File: src/rtl/loopback_test_pkg.sv
// Shared types for the DAC->ADC loopback test sequencer: FSM states, mode/pattern
// encodings and the expected-response function of an ideal inverting loopback.
package loopback_test_pkg;

    typedef enum logic [2:0] {
        ST_IDLE,
        ST_PWR_UP,
        ST_DRIVE,
        ST_WAIT_RSP,
        ST_NEXT,
        ST_DONE
    } state_e;

    typedef enum logic [1:0] {
        MODE_SINGLE  = 2'b00,
        MODE_MULTI   = 2'b01,
        MODE_FREE    = 2'b10,
        MODE_ILLEGAL = 2'b11
    } test_mode_e;

    typedef enum logic [1:0] {
        PAT_ALT     = 2'b00,
        PAT_WALK    = 2'b01,
        PAT_INC     = 2'b10,
        PAT_CHECKER = 2'b11
    } pattern_e;

    // Widest sample the response function handles; callers mask down to DATA_W.
    localparam int RSP_MAX_W = 64;

    function automatic logic [RSP_MAX_W-1:0] expected_rsp(input logic [RSP_MAX_W-1:0] stim);
        return ~stim;
    endfunction

endpackage

File: src/rtl/loopback_pattern_gen.sv
// Combinational stimulus word generator: alternating, walking-one, incrementing
// and checkerboard patterns indexed by pass count and channel.
module loopback_pattern_gen
    import loopback_test_pkg::*;
#(
    parameter int DATA_W = 16,
    parameter int CH_W   = 2
) (
    input  logic [1:0]        pattern_sel,
    input  logic [31:0]       cycle_count,
    input  logic [CH_W-1:0]   ch,
    output logic [DATA_W-1:0] word
);

    logic [DATA_W-1:0] alt;

    always_comb begin
        alt = '0;
        for (int i = 1; i < DATA_W; i += 2) alt[i] = 1'b1;
    end

    always_comb begin
        word = '0;
        case (pattern_e'(pattern_sel))
            PAT_ALT:     word = alt;
            PAT_WALK:    word = DATA_W'(1) << (cycle_count % 32'(DATA_W));
            PAT_INC:     word = DATA_W'(cycle_count) + DATA_W'(ch);
            PAT_CHECKER: word = alt ^ {DATA_W{cycle_count[0]}};
            default:     word = alt;
        endcase
    end

endmodule

File: src/rtl/loopback_test_seq.sv
// DAC->ADC loopback test sequencer: powers the DUT, scans enabled channels, checks
// inverted responses, keeps saturating stats. LOOPBACK_PER_CH_ERR_EN adds ch_err_count.
//
// state    | meaning
// IDLE     | power off, waiting for an acceptable start
// PWR_UP   | power_en held for PWR_DLY cycles before first stimulus
// DRIVE    | one-cycle dac_valid strobe on the current channel
// WAIT_RSP | waiting for adc_ready or the response timeout
// NEXT     | step to next enabled channel, count pass on wrap
// DONE     | one cycle; test_done raised, then back to IDLE
module loopback_test_seq
    import loopback_test_pkg::*;
#(
    parameter int DATA_W  = 16,
    parameter int NUM_CH  = 4,
    parameter int CH_W    = (NUM_CH > 1) ? $clog2(NUM_CH) : 1,
    parameter int CNT_W   = 16,
    parameter int TO_W    = 16,
    parameter int PWR_DLY = 8
) (
    input  logic                clk,
    input  logic                rst_n,
    input  logic                start,
    input  logic                abort,
    input  logic [1:0]          test_mode,
    input  logic [1:0]          pattern_sel,
    input  logic [NUM_CH-1:0]   ch_mask,
    input  logic [31:0]         max_cycles,
    input  logic [TO_W-1:0]     timeout_cycles,
    input  logic [DATA_W-1:0]   adc_data,
    input  logic                adc_ready,
    output logic [DATA_W-1:0]   dac_cmd,
    output logic [CH_W-1:0]     dac_ch,
    output logic                dac_valid,
    output logic                power_en,
    output logic                busy,
    output logic                test_done,
    output logic                fail,
    output logic [CNT_W-1:0]    error_count,
    output logic [CNT_W-1:0]    timeout_count,
    output logic [31:0]         cycle_count
`ifdef LOOPBACK_PER_CH_ERR_EN
    ,
    output logic [NUM_CH*CNT_W-1:0] ch_err_count
`endif
);

    localparam int PD_W = $clog2(PWR_DLY + 1);
    localparam logic [RSP_MAX_W-1:0] DATA_MASK = {RSP_MAX_W{1'b1}} >> (RSP_MAX_W - DATA_W);

    function automatic logic [CH_W-1:0] lowest_ch(input logic [NUM_CH-1:0] mask);
        logic [CH_W-1:0] low = '0;
        for (int i = NUM_CH - 1; i >= 0; i--) begin
            if (mask[i]) low = CH_W'(i);
        end
        return low;
    endfunction

    // Returns {wrap, channel}: nearest enabled channel above cur, else the lowest one.
    function automatic logic [CH_W:0] pick_next(input logic [NUM_CH-1:0] mask,
                                                input logic [CH_W-1:0]   cur);
        logic [CH_W-1:0] above = '0;
        logic            found = 1'b0;
        for (int i = NUM_CH - 1; i >= 0; i--) begin
            if (mask[i] && (CH_W'(i) > cur)) begin
                above = CH_W'(i);
                found = 1'b1;
            end
        end
        return found ? {1'b0, above} : {1'b1, lowest_ch(mask)};
    endfunction

    state_e            state_q, state_d;
    test_mode_e        mode_q;
    logic [1:0]        sel_q;
    logic [NUM_CH-1:0] mask_q;
    logic [31:0]       max_q;
    logic [TO_W-1:0]   to_q;
    logic [TO_W-1:0]   to_cnt;
    logic [PD_W-1:0]   pwr_cnt;
    logic [CH_W-1:0]   cur_ch;
    logic [DATA_W-1:0] cmd_q;
    logic [DATA_W-1:0] pat_word;

    logic              start_ok, accept, cnt_mis, cnt_to, advance, slot_err;
    logic              next_wrap, rsp_mismatch, to_fire, finish;
    logic [CH_W-1:0]   next_ch;
    logic [31:0]       new_cc;

    loopback_pattern_gen #(
        .DATA_W (DATA_W),
        .CH_W   (CH_W)
    ) u_pattern_gen (
        .pattern_sel (sel_q),
        .cycle_count (cycle_count),
        .ch          (cur_ch),
        .word        (pat_word)
    );

    assign start_ok     = (test_mode != MODE_ILLEGAL) && (ch_mask != '0);
    assign {next_wrap, next_ch} = pick_next(mask_q, cur_ch);
    assign new_cc       = (cycle_count == '1) ? cycle_count : cycle_count + 32'd1;
    assign finish       = next_wrap && ((mode_q == MODE_SINGLE) ||
                                        ((mode_q == MODE_MULTI) && (new_cc == max_q)));
    assign to_fire      = (to_q != '0) && (to_cnt == TO_W'(1));
    assign rsp_mismatch = ((expected_rsp(RSP_MAX_W'(cmd_q)) ^ RSP_MAX_W'(adc_data))
                           & DATA_MASK) != '0;
    assign slot_err     = cnt_mis || cnt_to;

    always_ff @(posedge clk or negedge rst_n) begin
        if (!rst_n) state_q <= ST_IDLE;
        else        state_q <= state_d;
    end

    always_comb begin
        state_d = state_q;
        accept  = 1'b0;
        cnt_mis = 1'b0;
        cnt_to  = 1'b0;
        advance = 1'b0;
        case (state_q)
            ST_IDLE: begin
                if (start && start_ok) begin
                    accept  = 1'b1;
                    state_d = ST_PWR_UP;
                end
            end
            ST_PWR_UP: begin
                if (abort)                                        state_d = ST_DONE;
                else if ((mode_q == MODE_MULTI) && (max_q == '0)) state_d = ST_DONE;
                else if (pwr_cnt == '0)                           state_d = ST_DRIVE;
            end
            ST_DRIVE: state_d = abort ? ST_DONE : ST_WAIT_RSP;
            ST_WAIT_RSP: begin
                if (abort) begin
                    state_d = ST_DONE;
                end else if (adc_ready) begin
                    cnt_mis = rsp_mismatch;
                    state_d = ST_NEXT;
                end else if (to_fire) begin
                    cnt_to  = 1'b1;
                    state_d = ST_NEXT;
                end
            end
            ST_NEXT: begin
                if (abort) begin
                    state_d = ST_DONE;
                end else begin
                    advance = 1'b1;
                    state_d = finish ? ST_DONE : ST_DRIVE;
                end
            end
            ST_DONE: state_d = ST_IDLE;
            default: state_d = ST_IDLE;
        endcase
    end

    always_ff @(posedge clk or negedge rst_n) begin
        if (!rst_n) begin
            mode_q        <= MODE_SINGLE;
            sel_q         <= '0;
            mask_q        <= '0;
            max_q         <= '0;
            to_q          <= '0;
            to_cnt        <= '0;
            pwr_cnt       <= '0;
            cur_ch        <= '0;
            cmd_q         <= '0;
            test_done     <= 1'b0;
            fail          <= 1'b0;
            error_count   <= '0;
            timeout_count <= '0;
            cycle_count   <= '0;
        end else begin
            if (accept) begin
                mode_q        <= test_mode_e'(test_mode);
                sel_q         <= pattern_sel;
                mask_q        <= ch_mask;
                max_q         <= max_cycles;
                to_q          <= timeout_cycles;
                pwr_cnt       <= PD_W'(PWR_DLY - 1);
                cur_ch        <= lowest_ch(ch_mask);
                test_done     <= 1'b0;
                fail          <= 1'b0;
                error_count   <= '0;
                timeout_count <= '0;
                cycle_count   <= '0;
            end
            if ((state_q == ST_PWR_UP) && (pwr_cnt != '0)) pwr_cnt <= pwr_cnt - PD_W'(1);
            if (state_q == ST_DRIVE) begin
                cmd_q  <= pat_word;
                to_cnt <= to_q;
            end
            if ((state_q == ST_WAIT_RSP) && (to_cnt != '0)) to_cnt <= to_cnt - TO_W'(1);
            if (slot_err) begin
                fail <= 1'b1;
                if (error_count != '1) error_count <= error_count + CNT_W'(1);
            end
            if (cnt_to && (timeout_count != '1)) timeout_count <= timeout_count + CNT_W'(1);
            if (advance) begin
                cur_ch <= next_ch;
                if (next_wrap) cycle_count <= new_cc;
            end
            if (state_d == ST_DONE) test_done <= 1'b1;
        end
    end

`ifdef LOOPBACK_PER_CH_ERR_EN
    logic [NUM_CH-1:0][CNT_W-1:0] ch_err;

    always_ff @(posedge clk or negedge rst_n) begin
        if (!rst_n)                                  ch_err <= '0;
        else if (accept)                             ch_err <= '0;
        else if (slot_err && (ch_err[cur_ch] != '1)) ch_err[cur_ch] <= ch_err[cur_ch] + CNT_W'(1);
    end

    assign ch_err_count = ch_err;
`endif

    assign busy      = (state_q != ST_IDLE);
    assign power_en  = (state_q != ST_IDLE);
    assign dac_valid = (state_q == ST_DRIVE);
    assign dac_cmd   = (state_q == ST_DRIVE) ? pat_word : cmd_q;
    assign dac_ch    = cur_ch;

endmodule

File: config.mk
export PLATFORM = sky130hd
export DESIGN_NAME = loopback_test_seq
export DESIGN_NICKNAME = d
export VERILOG_FILES = /design/src/rtl/loopback_test_pkg.sv /design/src/rtl/loopback_pattern_gen.sv /design/src/rtl/loopback_test_seq.sv
export SDC_FILE = /design/constraint.sdc
export NUM_CORES = 1
export LEC_CHECK = 0
export CAP_MARGIN = 20
export CORE_ASPECT_RATIO = 0.75
export CORE_MARGIN = 10
export CORE_UTILIZATION = 54
export CTS_BUF_LIST = sky130_fd_sc_hd__clkbuf_16
export DETAILED_ROUTE_END_ITERATION = 16
export PLACE_DENSITY_LB_ADDON = 0.1
export SYNTH_ARGS = -nofsm -noshare
export SYNTH_HDL_FRONTEND = slang
export SYNTH_SLANG_ARGS = --single-unit
File: constraint.sdc
create_clock -name clk -period 4.2 [get_ports clk]
set_clock_uncertainty 0.1 [all_clocks]
set_input_delay 0.42 -clock clk [delete_from_list [all_inputs] [get_ports clk]]
set_output_delay 0.42 -clock clk [all_outputs]
set_load 0.02 [all_outputs]
* After elaboration in Yosys (flattened, before gate mapping)
Index checks and enable logic that the tools add are counted.
** Word-level totals
- Register bits after elaboration :: 163
- Output and inout port bits :: 87
- Word-level logic and storage cells :: 135
** Operators by class
- Add/sub/neg operators :: 6
- Magnitude comparators :: 4
- Equality and inequality tests :: 15
- Shift-type cells :: 1
- Multiplexer cells :: 59
- Bitwise gates (word level) :: 3
- Reductions and logical operators :: 32
** Operators with widths (number)
- 2-to-1 mux 16 bit :: 8
- 2-to-1 mux 32 bit :: 4
- one-hot mux 16 bit (4 select lines) :: 1
- nonzero test 64 bit :: 1
- 2-to-1 mux 3 bit :: 11
- adder 16 x 1 -> 16 bit, second input constant :: 2
- adder 32 x 1 -> 32 bit, second input constant :: 1
- == test 32 bit :: 1
- == test 32 bit, second input constant :: 1
- logical NOT 32 bit :: 1
- inequality test 16 bit, second input constant :: 2
- nonzero test 16 bit :: 2
- 2-to-1 mux 2 bit :: 14
- 2-to-1 mux 1 bit :: 18
- adder 16 x 2 -> 16 bit :: 1
- == test 16 x 1 -> 1 bit, second input constant :: 1
- inverter 16 bit :: 1
- left shift 1 x 4 -> 16 bit, first input constant :: 1
- subtractor 16 x 1 -> 16 bit, second input constant :: 1
- bitwise XOR 16 bit :: 1
- one-hot mux 3 bit (5 select lines) :: 1
- logical AND 1 bit :: 13
- nonzero test 2 bit :: 6
- 2-to-1 mux 4 bit :: 2
- 16 further kinds :: 25

* Longest topological paths before layout
- Depth after elaboration :: 13
- Depth in mapped cells :: 13
- Depth with buffers taken out :: 11

* Modules after synthesis
Synthesis repeated with hierarchy kept, for this count alone.
** Unflattened totals
- Cell total of the unflattened synthesis :: 1220
- Area, all modules :: 10013.4 um^2
** Modules (own cells, without submodules)
- loopback_test_seq :: instances 1, cells each 1106, area an instance 9256.4 um^2
- loopback_pattern_gen :: instances 1, cells each 114, area an instance 757.0 um^2

* Least setup slack after synthesis
No wires, ideal clock.
- Path type :: reg2reg
- Start point :: register cycle_count[1]
- End point :: register state_q[2]
- Setup time :: 72 ps
- Arrival time :: 3117 ps
- Data required time :: 4028 ps
- Path slack :: 911 ps
- Stages on the path, launching flop included :: 11
- Buffers on the path :: 0
- Clock period less this slack :: 3289 ps
- Cells stage by stage :: dfrtp_1 -> ha_1 -> nand3_1 -> or4_1 -> nor3_2 -> mux2_2 -> nor4_1 -> nand4_1 -> nor4_2 -> o31ai_2 -> nand3_1
** Between the ends
- Longest elaborated chain between the ends :: 9
- Elaborated cells between the ends (all ways) :: 10
- Those cells by class :: 1 x add/sub; 2 x eq/ne; 4 x mux; 3 x reduce/logical
** RTL lines
- from (decl) :: RTL line loopback_test_seq.sv:41 : output logic [31:0] cycle_count
- from (signal assigned) :: RTL line loopback_test_seq.sv:202 : if (next_wrap) cycle_count <= new_cc;
- adder 32 x 1 -> 32 bit / == test 32 bit (equally long branches) :: RTL line loopback_test_seq.sv:102 : assign new_cc = (cycle_count == '1) ? cycle_count : cycle_count + 32'd1;
- 2-to-1 mux 32 bit (*) :: RTL line loopback_test_seq.sv:102
- == test 32 bit (*) :: RTL line loopback_test_seq.sv:104 : ((mode_q == MODE_MULTI) && (new_cc == max_q)));
- logical AND 1 bit (*) :: RTL line loopback_test_seq.sv:104
- logical OR 1 bit (*) :: RTL line loopback_test_seq.sv:103 : assign finish = next_wrap && ((mode_q == MODE_SINGLE) ||
- logical AND 1 bit (*) :: RTL line loopback_test_seq.sv:103
- 2-to-1 mux 3 bit (*) :: RTL line loopback_test_seq.sv:150 : state_d = finish ? ST_DONE : ST_DRIVE;
- 2-to-1 mux 3 bit (*) :: RTL line loopback_test_seq.sv:146 : if (abort) begin
- one-hot mux 3 bit (5 select lines) (*) :: RTL line loopback_test_seq.sv:121 : case (state_q)
- named net state_d[2] :: RTL line loopback_test_seq.sv:73 : state_e state_q, state_d;
- to (signal assigned) :: RTL line loopback_test_seq.sv:112 : else state_q <= state_d;
- to (decl) :: RTL line loopback_test_seq.sv:73
Mark *: on every way through the listed nets, which the timed path passes. The rest lies on a longest branch.
A chain may end at the register's enable or synchronous reset.

* Worst setup path in the final report
- Start point :: register cycle_count[7]
- End point :: output dac_cmd[15]
** Between the ends
- Longest elaborated chain between the ends :: 3
** RTL lines
- adder 16 x 2 -> 16 bit :: RTL line loopback_pattern_gen.sv:27 : PAT_INC: word = DATA_W'(cycle_count) + DATA_W'(ch);
- one-hot mux 16 bit (4 select lines) :: RTL line loopback_pattern_gen.sv:24 : case (pattern_e'(pattern_sel))
- 2-to-1 mux 16 bit
- to (decl) :: RTL line loopback_test_seq.sv:32 : output logic [DATA_W-1:0] dac_cmd,
Every way passes these cells.

==> summary.txt <==
STA
  – Setup TNS Final: 0 ns
  – Min Hold Slack: -0.0243 ns
  – Crit path time final: 3.90 ns
  – Worst slew margin: 35.9%
  – Final period util: 92.8%
  – Final Slew Violations: 0
  – Fmax: 0.257 GHz
  – Setup violators final: 0
  – Unrepaired setup endpoints after global routing: no
  – Tightest Pin Transition: 0.955 ns
  – Endpoints failing hold: 8

Layout
  – Ant diodes: 0
  – Final Util: 69.2%
  – Area growth, synth to finish: 24.4%
  – Reg area: 0.00408 mm2
  – Fill cells: 1430
  – Final #Nets: 1419
  – Layout cell share with drive strength beyond 1: 6.79%
  – Multi-input logic area: 0.00546 mm2

CTS
  – Clk sinks: 163
  – CTS resizes: 0
  – CTS Buf Count: 17
  – CTS hold repair buffers: 0
  – Clock transition at path regs: 0.07 ns
  – Clk Latency, worst-skew pair: 0.44 ns
  – Setup Buffers After CTS: 0
  – CTS Root Cell: clkbuf_16
  – CTS tree: done
  – H-tree levels: 4
  – Clk buf depth: 2

Floorplan
  – Die W: 176 um
  – Initial Utilization: 55.7%
  – IO Pins: 164
  – Die height: 137 um
  – Die Footprint: 0.0242 mm2
  – Core area: 0.0178 mm2
  – Placement Rows: 42

Detailed routing
  – Vias: 9684
  – DRC: 0
  – Routed length per instance: 21.5 um
  – Initial DRC Count: 1267
  – Routed Antenna Nets: 0
  – Pre-antenna DRT Iters: 5
  – Drt total wl: 34.1 mm
  – Vias per cell: 6.12

Yosys
  – Most frequent cell after synthesis: nand2_1
  – Ys async rst share: 100%
  – Post-Syn Instances: 1191
  – EDFF count, synth: 0
  – Yosys top cell by area: dfrtp_1
  – Synth area leaders: dfrtp_1 (41%), nand2_1 (9.8%), o21ai_0 (4.5%), xnor2_1 (4.0%), nor2_1 (3.4%)
  – Predominant post-synthesis flop cell: dfrtp_1
  – Commonest cells post-synth: nand2_1 (260), dfrtp_1 (163), nor2_1 (90)
  – Synth top area share: 41.1%
  – Synth unique cells: 77
  – Mapped Area: 0.00992 mm2
  – Synth Register Bits: 163
  – Synthesized area per cell: 8.33 um2
  – Seq/Total Area, Yosys: 41.1%
  – YS warnings: 0
  – Post-synthesis net count: 1282

Critical path
  – Reg2Reg Depth: 9
  – Setup Crit Path Kind: reg2out
  – Crit path max fanout: 13
  – CP Launch Type: flop
  – WP data arrival: 3.38 ns
  – Worst Path Required: 3.68 ns
  – CP Capture Type: primary output

GRT
  – Met2 usage: 37.6%
  – GR Layer Usage met1: 40.0%
  – Gr ovfl total: 0
  – GR peak layer: met1
  – Global-route wire length before repair: 53.0 mm
  – Gr usage total: 27.7%
  – Pin count of the biggest net entering global routing: 99
  – Vias in the first global route: 9151
  – Initial antenna violation count: 0
  – Met3 usage: 11.2%

Flow run
  – Total of max-cap violations: 0

Min path
  – Hold crit path type: in2async

Placement
  – DP HPWL: 25.2 mm
  – IO buf count: 163
  – Placer Congestion: 1.05

Outcome
  – Failing checks: hold timing
  – Status: finished, violations left

Power
  – Worst VDD drop: 0.327 mV
  – Leak: 0.00523 uW
  – Pwr/cell area: 538 mW/mm2
-- state kept, by name, summed over array words and instances, names as in the netlist --
register and flops:
cycle_count 32, max_q 32, cmd_q 16, error_count 16, timeout_count 16, to_cnt 16, to_q 16, mask_q 4
pwr_cnt 4, state_q 3, dac_ch 2, mode_q 2, sel_q 2, fail 1, test_done 1
-- metal layers --
layer,up-vias,share of wire (%)
li1,4534,-
met1,4608,46
met2,509,40
met3,33,12
met4,0,1.3
met5,-,0
-- cells by family after synthesis --
family | count (synthesis) | synth area share [%]
flops | 163 | 41.1
simple gates | 586 | 29.0
fa+ha+maj | 14 | 1.84
mux | 6 | 0.631
buf+inv | 91 | 3.86
xor+xnor | 79 | 6.98
compound gates | 252 | 16.5
-- worst max-delay path, cell delays in order (launching register included) --
cell             delay, ns
dfrtp_1               0.54
nand4_2               0.43
nor2_1                0.27
nand3_1               0.17
nor2_1                0.15
xor2_1                0.27
nand2_1               0.11
a31oi_1               0.30
clkdlybuf4s50_1       0.70
-- placed cells by master (no fill, tap or decap), drive strengths merged, types with 17 or more instances in the layout --
cell,Yosys,final
a21oi,43,43
a31oi,19,19
and3,24,24
buf,23,23
clkbuf,44,17
clkdlybuf4s50,0,162
dfrtp,163,163
inv,24,31
nand2,260,260
nand3,47,47
nand4,27,27
nor2,90,90
nor3,25,25
nor4,38,38
o21ai,94,94
o31ai,19,19
xnor2,45,45
xor2,34,34
-- path summary, 6_finish.rpt --
kind                                 from           to  slack [ns]
min reg2reg                          fail         fail        0.38
max in group asynchronous           rst_n     cmd_q[6]        3.11
max                        cycle_count[7]  dac_cmd[15]        0.30
max reg2reg                cycle_count[3]   state_q[0]        0.50
min                                 rst_n    max_q[18]       -0.02
min in group clk                     fail         fail        0.38
-- report_power, final --
part | internal [uW] | total (uW) | switching, uW
registers | 2010 | 2610 | 606
logic | 1010 | 2450 | 1440
clock network | 843 | 1580 | 732
-- final cells by class --
cell class              instances  area share [%]
clock inverters                15            1.34
flip-flops and latches        163            33.1
multi-input cells             937            44.3
clock buffers                  17            3.45
repair buffers                185            14.7
well taps                     242            2.45
inverters                      24           0.730
-- per-stage QoR --
stage	area, um2	setup WS, ns	hold slack, ns	power (uW)	std cells
final	12300	0.302	-0.0243	6640	1583
after global routing	12300	0.160	0.0504	6990	1583
after CTS	12300	0.359	0.0223	6590	1583
after detailed placement	11700	0.603	0.363	4990	1551
after global placement	11700	0.647	0.362	4940	1551
after floorplan	9920	0.911	0.0244	4000	1191
Note: power is estimated with default switching activity, not from simulation.
